==> src/rtl/truth_table_sweeper_pkg.sv <==
// Shared definitions for the truth-table sweeper: FSM state encoding,
// default sizing and the vector-count helper.
package sweeper_pkg;

  typedef enum logic [1:0] {
    ST_IDLE   = 2'd0,
    ST_SETTLE = 2'd1,
    ST_SAMPLE = 2'd2,
    ST_DONE   = 2'd3
  } state_t;

  localparam int DEFAULT_N_IN          = 3;
  localparam int DEFAULT_SETTLE_CYCLES = 2;

  function automatic int num_vectors(input int n_in);
    return 1 << n_in;
  endfunction

endpackage

==> src/rtl/sweep_settle_timer.sv <==
// Settle timer: cleared while load is high, then counts up and saturates;
// expire flags the last settle cycle of the current vector.
module sweep_settle_timer #(
  parameter int SETTLE_CYCLES = 2
) (
  input  logic clk,
  input  logic rst,
  input  logic i_load,
  output logic o_expire
);

  localparam int CW = (SETTLE_CYCLES > 1) ? $clog2(SETTLE_CYCLES) : 1;
  localparam logic [CW-1:0] LAST_CNT = CW'(SETTLE_CYCLES - 1);

  logic [CW-1:0] r_cnt;
  logic          w_at_last;

  assign w_at_last = (r_cnt == LAST_CNT);
  assign o_expire  = w_at_last;

  always_ff @(posedge clk) begin
    if (rst || i_load) begin
      r_cnt <= '0;
    end else if (!w_at_last) begin
      r_cnt <= r_cnt + 1'b1;
    end
  end

endmodule

==> src/rtl/truth_table_sweeper.sv <==
// Drives every input vector of a small combinational datapath in ascending
// order, captures its output per vector and compares against an expected table.
module truth_table_sweeper
  import sweeper_pkg::*;
#(
  parameter int N_IN          = DEFAULT_N_IN,
  parameter int SETTLE_CYCLES = DEFAULT_SETTLE_CYCLES,
  localparam int V            = num_vectors(N_IN)
) (
  input  logic            clk,
  input  logic            rst,
  input  logic            start,
  input  logic            abort,
  input  logic [V-1:0]    expected,
  output logic [N_IN-1:0] dut_in,
  input  logic            dut_out,
  output logic            busy,
  output logic            done,
  output logic [V-1:0]    table_out,
  output logic            pass,
  output logic [N_IN:0]   mismatch_count,
  output logic [N_IN-1:0] first_mismatch
);

  localparam logic [N_IN-1:0] LAST_IDX = '1;

  state_t          r_state;
  logic [N_IN-1:0] r_idx;
  logic [V-1:0]    r_expected;
  logic [V-1:0]    r_table;
  logic [N_IN:0]   r_count;
  logic [N_IN-1:0] r_first;
  logic            r_pass;
  logic            r_busy;
  logic            r_done;

  logic w_timer_load;
  logic w_expire;
  logic w_miss;
  logic w_last;

  // The timer only runs in SETTLE, so it starts from zero on every vector.
  assign w_timer_load = (r_state != ST_SETTLE);
  assign w_miss       = dut_out ^ r_expected[r_idx];
  assign w_last       = (r_idx == LAST_IDX);

  sweep_settle_timer #(
    .SETTLE_CYCLES(SETTLE_CYCLES)
  ) u_timer (
    .clk     (clk),
    .rst     (rst),
    .i_load  (w_timer_load),
    .o_expire(w_expire)
  );

  always_ff @(posedge clk) begin
    if (rst) begin
      r_state    <= ST_IDLE;
      r_idx      <= '0;
      r_expected <= '0;
      r_table    <= '0;
      r_count    <= '0;
      r_first    <= '0;
      r_pass     <= 1'b0;
      r_busy     <= 1'b0;
      r_done     <= 1'b0;
    end else begin
      r_done <= 1'b0;
      case (r_state)
        ST_IDLE: begin
          if (start) begin
            r_expected <= expected;
            r_idx      <= '0;
            r_table    <= '0;
            r_count    <= '0;
            r_first    <= '0;
            r_pass     <= 1'b0;
            r_busy     <= 1'b1;
            r_state    <= ST_SETTLE;
          end
        end
        ST_SETTLE: begin
          if (abort) begin
            r_state <= ST_IDLE;
            r_busy  <= 1'b0;
            r_pass  <= 1'b0;
          end else if (w_expire) begin
            r_state <= ST_SAMPLE;
          end
        end
        ST_SAMPLE: begin
          // Abort wins over the capture, leaving partial results untouched.
          if (abort) begin
            r_state <= ST_IDLE;
            r_busy  <= 1'b0;
            r_pass  <= 1'b0;
          end else begin
            r_table[r_idx] <= dut_out;
            if (w_miss) begin
              r_count <= r_count + 1'b1;
              if (r_count == '0) begin
                r_first <= r_idx;
              end
            end
            if (w_last) begin
              r_state <= ST_DONE;
              r_done  <= 1'b1;
              r_busy  <= 1'b0;
              // Count register has not absorbed this sample yet.
              r_pass  <= (r_count == '0) && !w_miss;
            end else begin
              r_idx   <= r_idx + 1'b1;
              r_state <= ST_SETTLE;
            end
          end
        end
        ST_DONE: begin
          r_state <= ST_IDLE;
        end
        default: begin
          r_state <= ST_IDLE;
        end
      endcase
    end
  end

  assign dut_in         = r_idx;
  assign busy           = r_busy;
  assign done           = r_done;
  assign table_out      = r_table;
  assign pass           = r_pass;
  assign mismatch_count = r_count;
  assign first_mismatch = r_first;

endmodule

==> config.mk <==
export PLATFORM = sky130hd
export DESIGN_NAME = truth_table_sweeper
export DESIGN_NICKNAME = d
export VERILOG_FILES = /design/src/rtl/truth_table_sweeper_pkg.sv /design/src/rtl/sweep_settle_timer.sv /design/src/rtl/truth_table_sweeper.sv
export SDC_FILE = /design/constraint.sdc
export NUM_CORES = 1
export LEC_CHECK = 0
export ABC_AREA = 1
export CORE_ASPECT_RATIO = 0.7
export CORE_MARGIN = 5
export CORE_UTILIZATION = 40
export DETAILED_ROUTE_END_ITERATION = 8
export PLACE_DENSITY = 0.77
export SLEW_MARGIN = 0
export SYNTH_ARGS = -nofsm -noshare
export SYNTH_HDL_FRONTEND = slang
export SYNTH_HIERARCHICAL = 1
export SYNTH_SLANG_ARGS = --single-unit
==> constraint.sdc <==
create_clock -name clk -period 1.61 [get_ports clk]
set_input_delay 0.2415 -clock clk [delete_from_list [all_inputs] [get_ports clk]]
set_output_delay 0.2415 -clock clk [all_outputs]
set_load 0.02 [all_outputs]
==> impl_metrics.env <==
export IMPL_outcome="finished with violations"
export IMPL_failed_checks="setup timing"
export IMPL_synth_edf_count=0
export IMPL_leakagePower_nw=1.16
export IMPL_netlist_instances=229
export IMPL_hold_viol=0
export IMPL_clkTransAtPathRegs_ns=0.07
export IMPL_synth_async_sr_flop_share_pct=0
export IMPL_intPower_w=0.00173
export IMPL_synth_flop_cell="dfxtp_1"
export IMPL_core_area_mm2=0.00430
export IMPL_swShare_pct=30.5
export IMPL_post_route_drc_count=0
export IMPL_cts_sinks=32
export IMPL_final_util_pct=60.3
export IMPL_final_hold_worst_slack_ns=0.457
export IMPL_path_max_fanout=3
export IMPL_worst_path_max_delay_cell="dfxtp_2"
export IMPL_dp_cells=334
export IMPL_hold_path_class="flop to flop"
export IMPL_cp_top_family="simple AND/OR/NAND/NOR gates"
export IMPL_viasPerCell=4.94
export IMPL_worst_slew_pin_slew_ns=0.256
export IMPL_antenna_found_initial=0
export IMPL_cp_arrival_ns=1.88
export IMPL_grt_max_degree=14
export IMPL_num_io_pins=34
export IMPL_switchingPower_w=0.000759
export IMPL_drtAntennaViolNets=0
export IMPL_post_place_ws_ns=-0.219
export IMPL_insertion_delay_ns=0.28
export IMPL_layout_setup_ws_ns=-0.0454
export IMPL_yosysTopAreaCell="dfxtp_1"
export IMPL_cp_start_kind="flop"
export IMPL_pwr_share_comb_pct=30.1
export IMPL_synth_top_cells_by_count="dfxtp_1, nand2_1, nor2_1, inv_1, a21oi_1"
export IMPL_yosys_top_cells_area="dfxtp_1, nand2_1, ha_1"
export IMPL_post_dp_cell_area_mm2=0.00231
export IMPL_dieArea_mm2=0.00589
export IMPL_crit_chain="inv_4 -> ha_4 -> inv_4 -> nor2_4 -> inv_2 -> nor2_4 -> nor3_4 -> nand2_2 -> nor3_2 -> nand3_1 -> a21oi_1"
export IMPL_ir_drop_v=0.000527
export IMPL_synth_seq_cells=32
export IMPL_overflow=0
export IMPL_synth_area_per_cell_um2=7.75
export IMPL_dpl_hpwl_mm=3.25
export IMPL_crit_type="flop to flop"
export IMPL_die_h_um=65.7
export IMPL_holdBufCountCts=0
export IMPL_synth_area_mm2=0.00178
export IMPL_syn_nets=251
export IMPL_cp_required_ns=1.83
export IMPL_slew_viol_final=0
export IMPL_gp_congestion=0.827
export IMPL_start_util_pct=41.3
export IMPL_yosysSeqAreaShare_pct=36.1
export IMPL_num_antenna_cells=0
export IMPL_power_density_mw_per_mm2=959
export IMPL_grt_pass1_wl_mm=7.03
export IMPL_tritoncts="yes"
export IMPL_synth_top_area_share_pct=36.1
export IMPL_final_nets=312
export IMPL_fill_cells=394
export IMPL_fin_crit_sh_pct=103
export IMPL_final_cells=346
export IMPL_slew_headroom_pct=82.8
export IMPL_port_buffers=33
export IMPL_end_kind="flop"
export IMPL_drive_above_1_share_pct=33.3
export IMPL_num_rows=20
export IMPL_drt_initial_drc_count=88
export IMPL_cts_buffers=5
export IMPL_grt_usage_pct=15.5
export IMPL_setup_violations_final=3
export IMPL_die_x_um=89.6
export IMPL_stdcell_area_mm2=0.00259
export IMPL_yosys_warnings=6
export IMPL_routed_wl_mm=4.48
export IMPL_p_seq_share_pct=35.9
export IMPL_drt_pass1_iter_count=4
export IMPL_min_period_ns=1.66
export IMPL_htreeDepth=2
export IMPL_synth_distinct_cells=33
export IMPL_maxCapViolations=0
export IMPL_rsz0062_at_grt="yes"
export IMPL_fin_worst_skew_ns=0.00616
export IMPL_root_buffer="clkbuf_8"
export IMPL_cts_path_max_buffers=2
export IMPL_num_vias=1708
export IMPL_critPathBufInv=3
export IMPL_grt_pass1_vias=1563
export IMPL_fmax_ghz=0.604
export IMPL_area_delta_synth_final_pct=46.1
export IMPL_wire_per_inst_um=13.0
export IMPL_p_clk_share_pct=34.0
export IMPL_cpPeakStageDelay_ns=0.35
[worst reg2reg max path, cell delays in order (launching register included)]
cell     delay (ns)
dfxtp_2        0.35
inv_4          0.05
ha_4           0.16
inv_4          0.08
nor2_4         0.05
inv_2          0.08
nor2_4         0.04
nor3_4         0.23
nand2_2        0.11
nor3_2         0.20
nand3_1        0.11
a21oi_1        0.14
[sequential cells by signal, indices dropped and copies added, names as in the netlist]
signal / cells
r_expected: 8
table_out: 8
mismatch_count: 4
dut_in: 3
first_mismatch: 3
r_state: 2
busy: 1
done: 1
pass: 1
u_timer/o_expire: 1
[final cells by class]
class / instances / area, um2 / share of cell area, %
Multi-Input combinational cell: 162 / 1080 / 41.6
Sequential cell: 32 / 652 / 25.1
Timing Repair Buffer: 62 / 562 / 21.7
Inverter: 27 / 106 / 4.10
Clock buffer: 7 / 96.3 / 3.71
Tap cell: 55 / 68.8 / 2.65
Clock inverter: 1 / 30.0 / 1.16
[per-stage QoR]
step                TNS (ns)  power (W)
finish                -0.108    0.00249
global route          -0.847    0.00263
CTS                        0    0.00244
detailed placement    -0.411    0.00159
global placement     -0.0285    0.00158
floorplan                  0    0.00132
[cells by family after synthesis]
logic type,synth area share (%)
AND/OR/NAND/NOR,33.1
AO/OA/AOI/OAI,15.0
buffers and inverters,8.53
flip-flops,36.1
adder cells (fa/ha/maj),6.34
XOR/XNOR,0.987
[cells in the final DEF (no fill, tap or decap), types with 2 or more instances in the layout]
cell	n
clkdlybuf4s50_1	26
nand3_2	2
ha_1	7
dfxtp_1	27
a21oi_2	10
xor2_1	2
a21oi_1	9
o21ai_0	13
buf_4	28
inv_1	19
dfxtp_4	2
a211oi_2	2
a31oi_1	2
nand2_4	3
inv_4	2
nor2_4	8
nor2_1	25
dlygate4sd2_1	3
clkbuf_8	7
nand3_1	6
nor2_2	3
dfxtp_2	3
nand2_1	30
inv_2	6
nand2_2	9
nor3_1	9
nand4_1	9
dlymetal6s2s_1	4
[path summary, 6_finish.rpt]
kind,startpoint,to,slack (ns),cells after the start
setup / recovery,r_state[0],pass,-0.05,11
hold / removal,r_expected[5],r_expected[5],0.46,2
setup reg to reg,r_state[0],pass,-0.05,11
hold reg to reg,r_expected[5],r_expected[5],0.46,2
[power groups by stage]
stage	combinational [W]	sequential [W]	clock [W]
2_1_floorplan	0.000383	0.000941	0
3_3_place_gp	0.000672	0.000905	0
3_5_place_dp	0.000685	0.000907	0
4_1_cts	0.000686	0.000890	0.000868
5_1_grt	0.000826	0.000899	0.000902
6_report	0.000750	0.000893	0.000846
[what timing repair did]
item,in CTS,in global routing
buffers inserted,0,4
endpoints found under the hold margin,0,0
resized for setup,7,34
endpoints found under the setup margin,16,25
pin swaps,0,10
[metal layers]
layer / track usage [%] / wire [um] / vias up
met3: 4.39 / 278 / 11
met1: 20.1 / 1910 / 773
met2: 24.1 / 2210 / 48
met4: 5.95 / 83 / 0
li1: - / - / 876
met5: 0 / 0 / -
No activity file was read; power rests on OpenSTA's default activity.
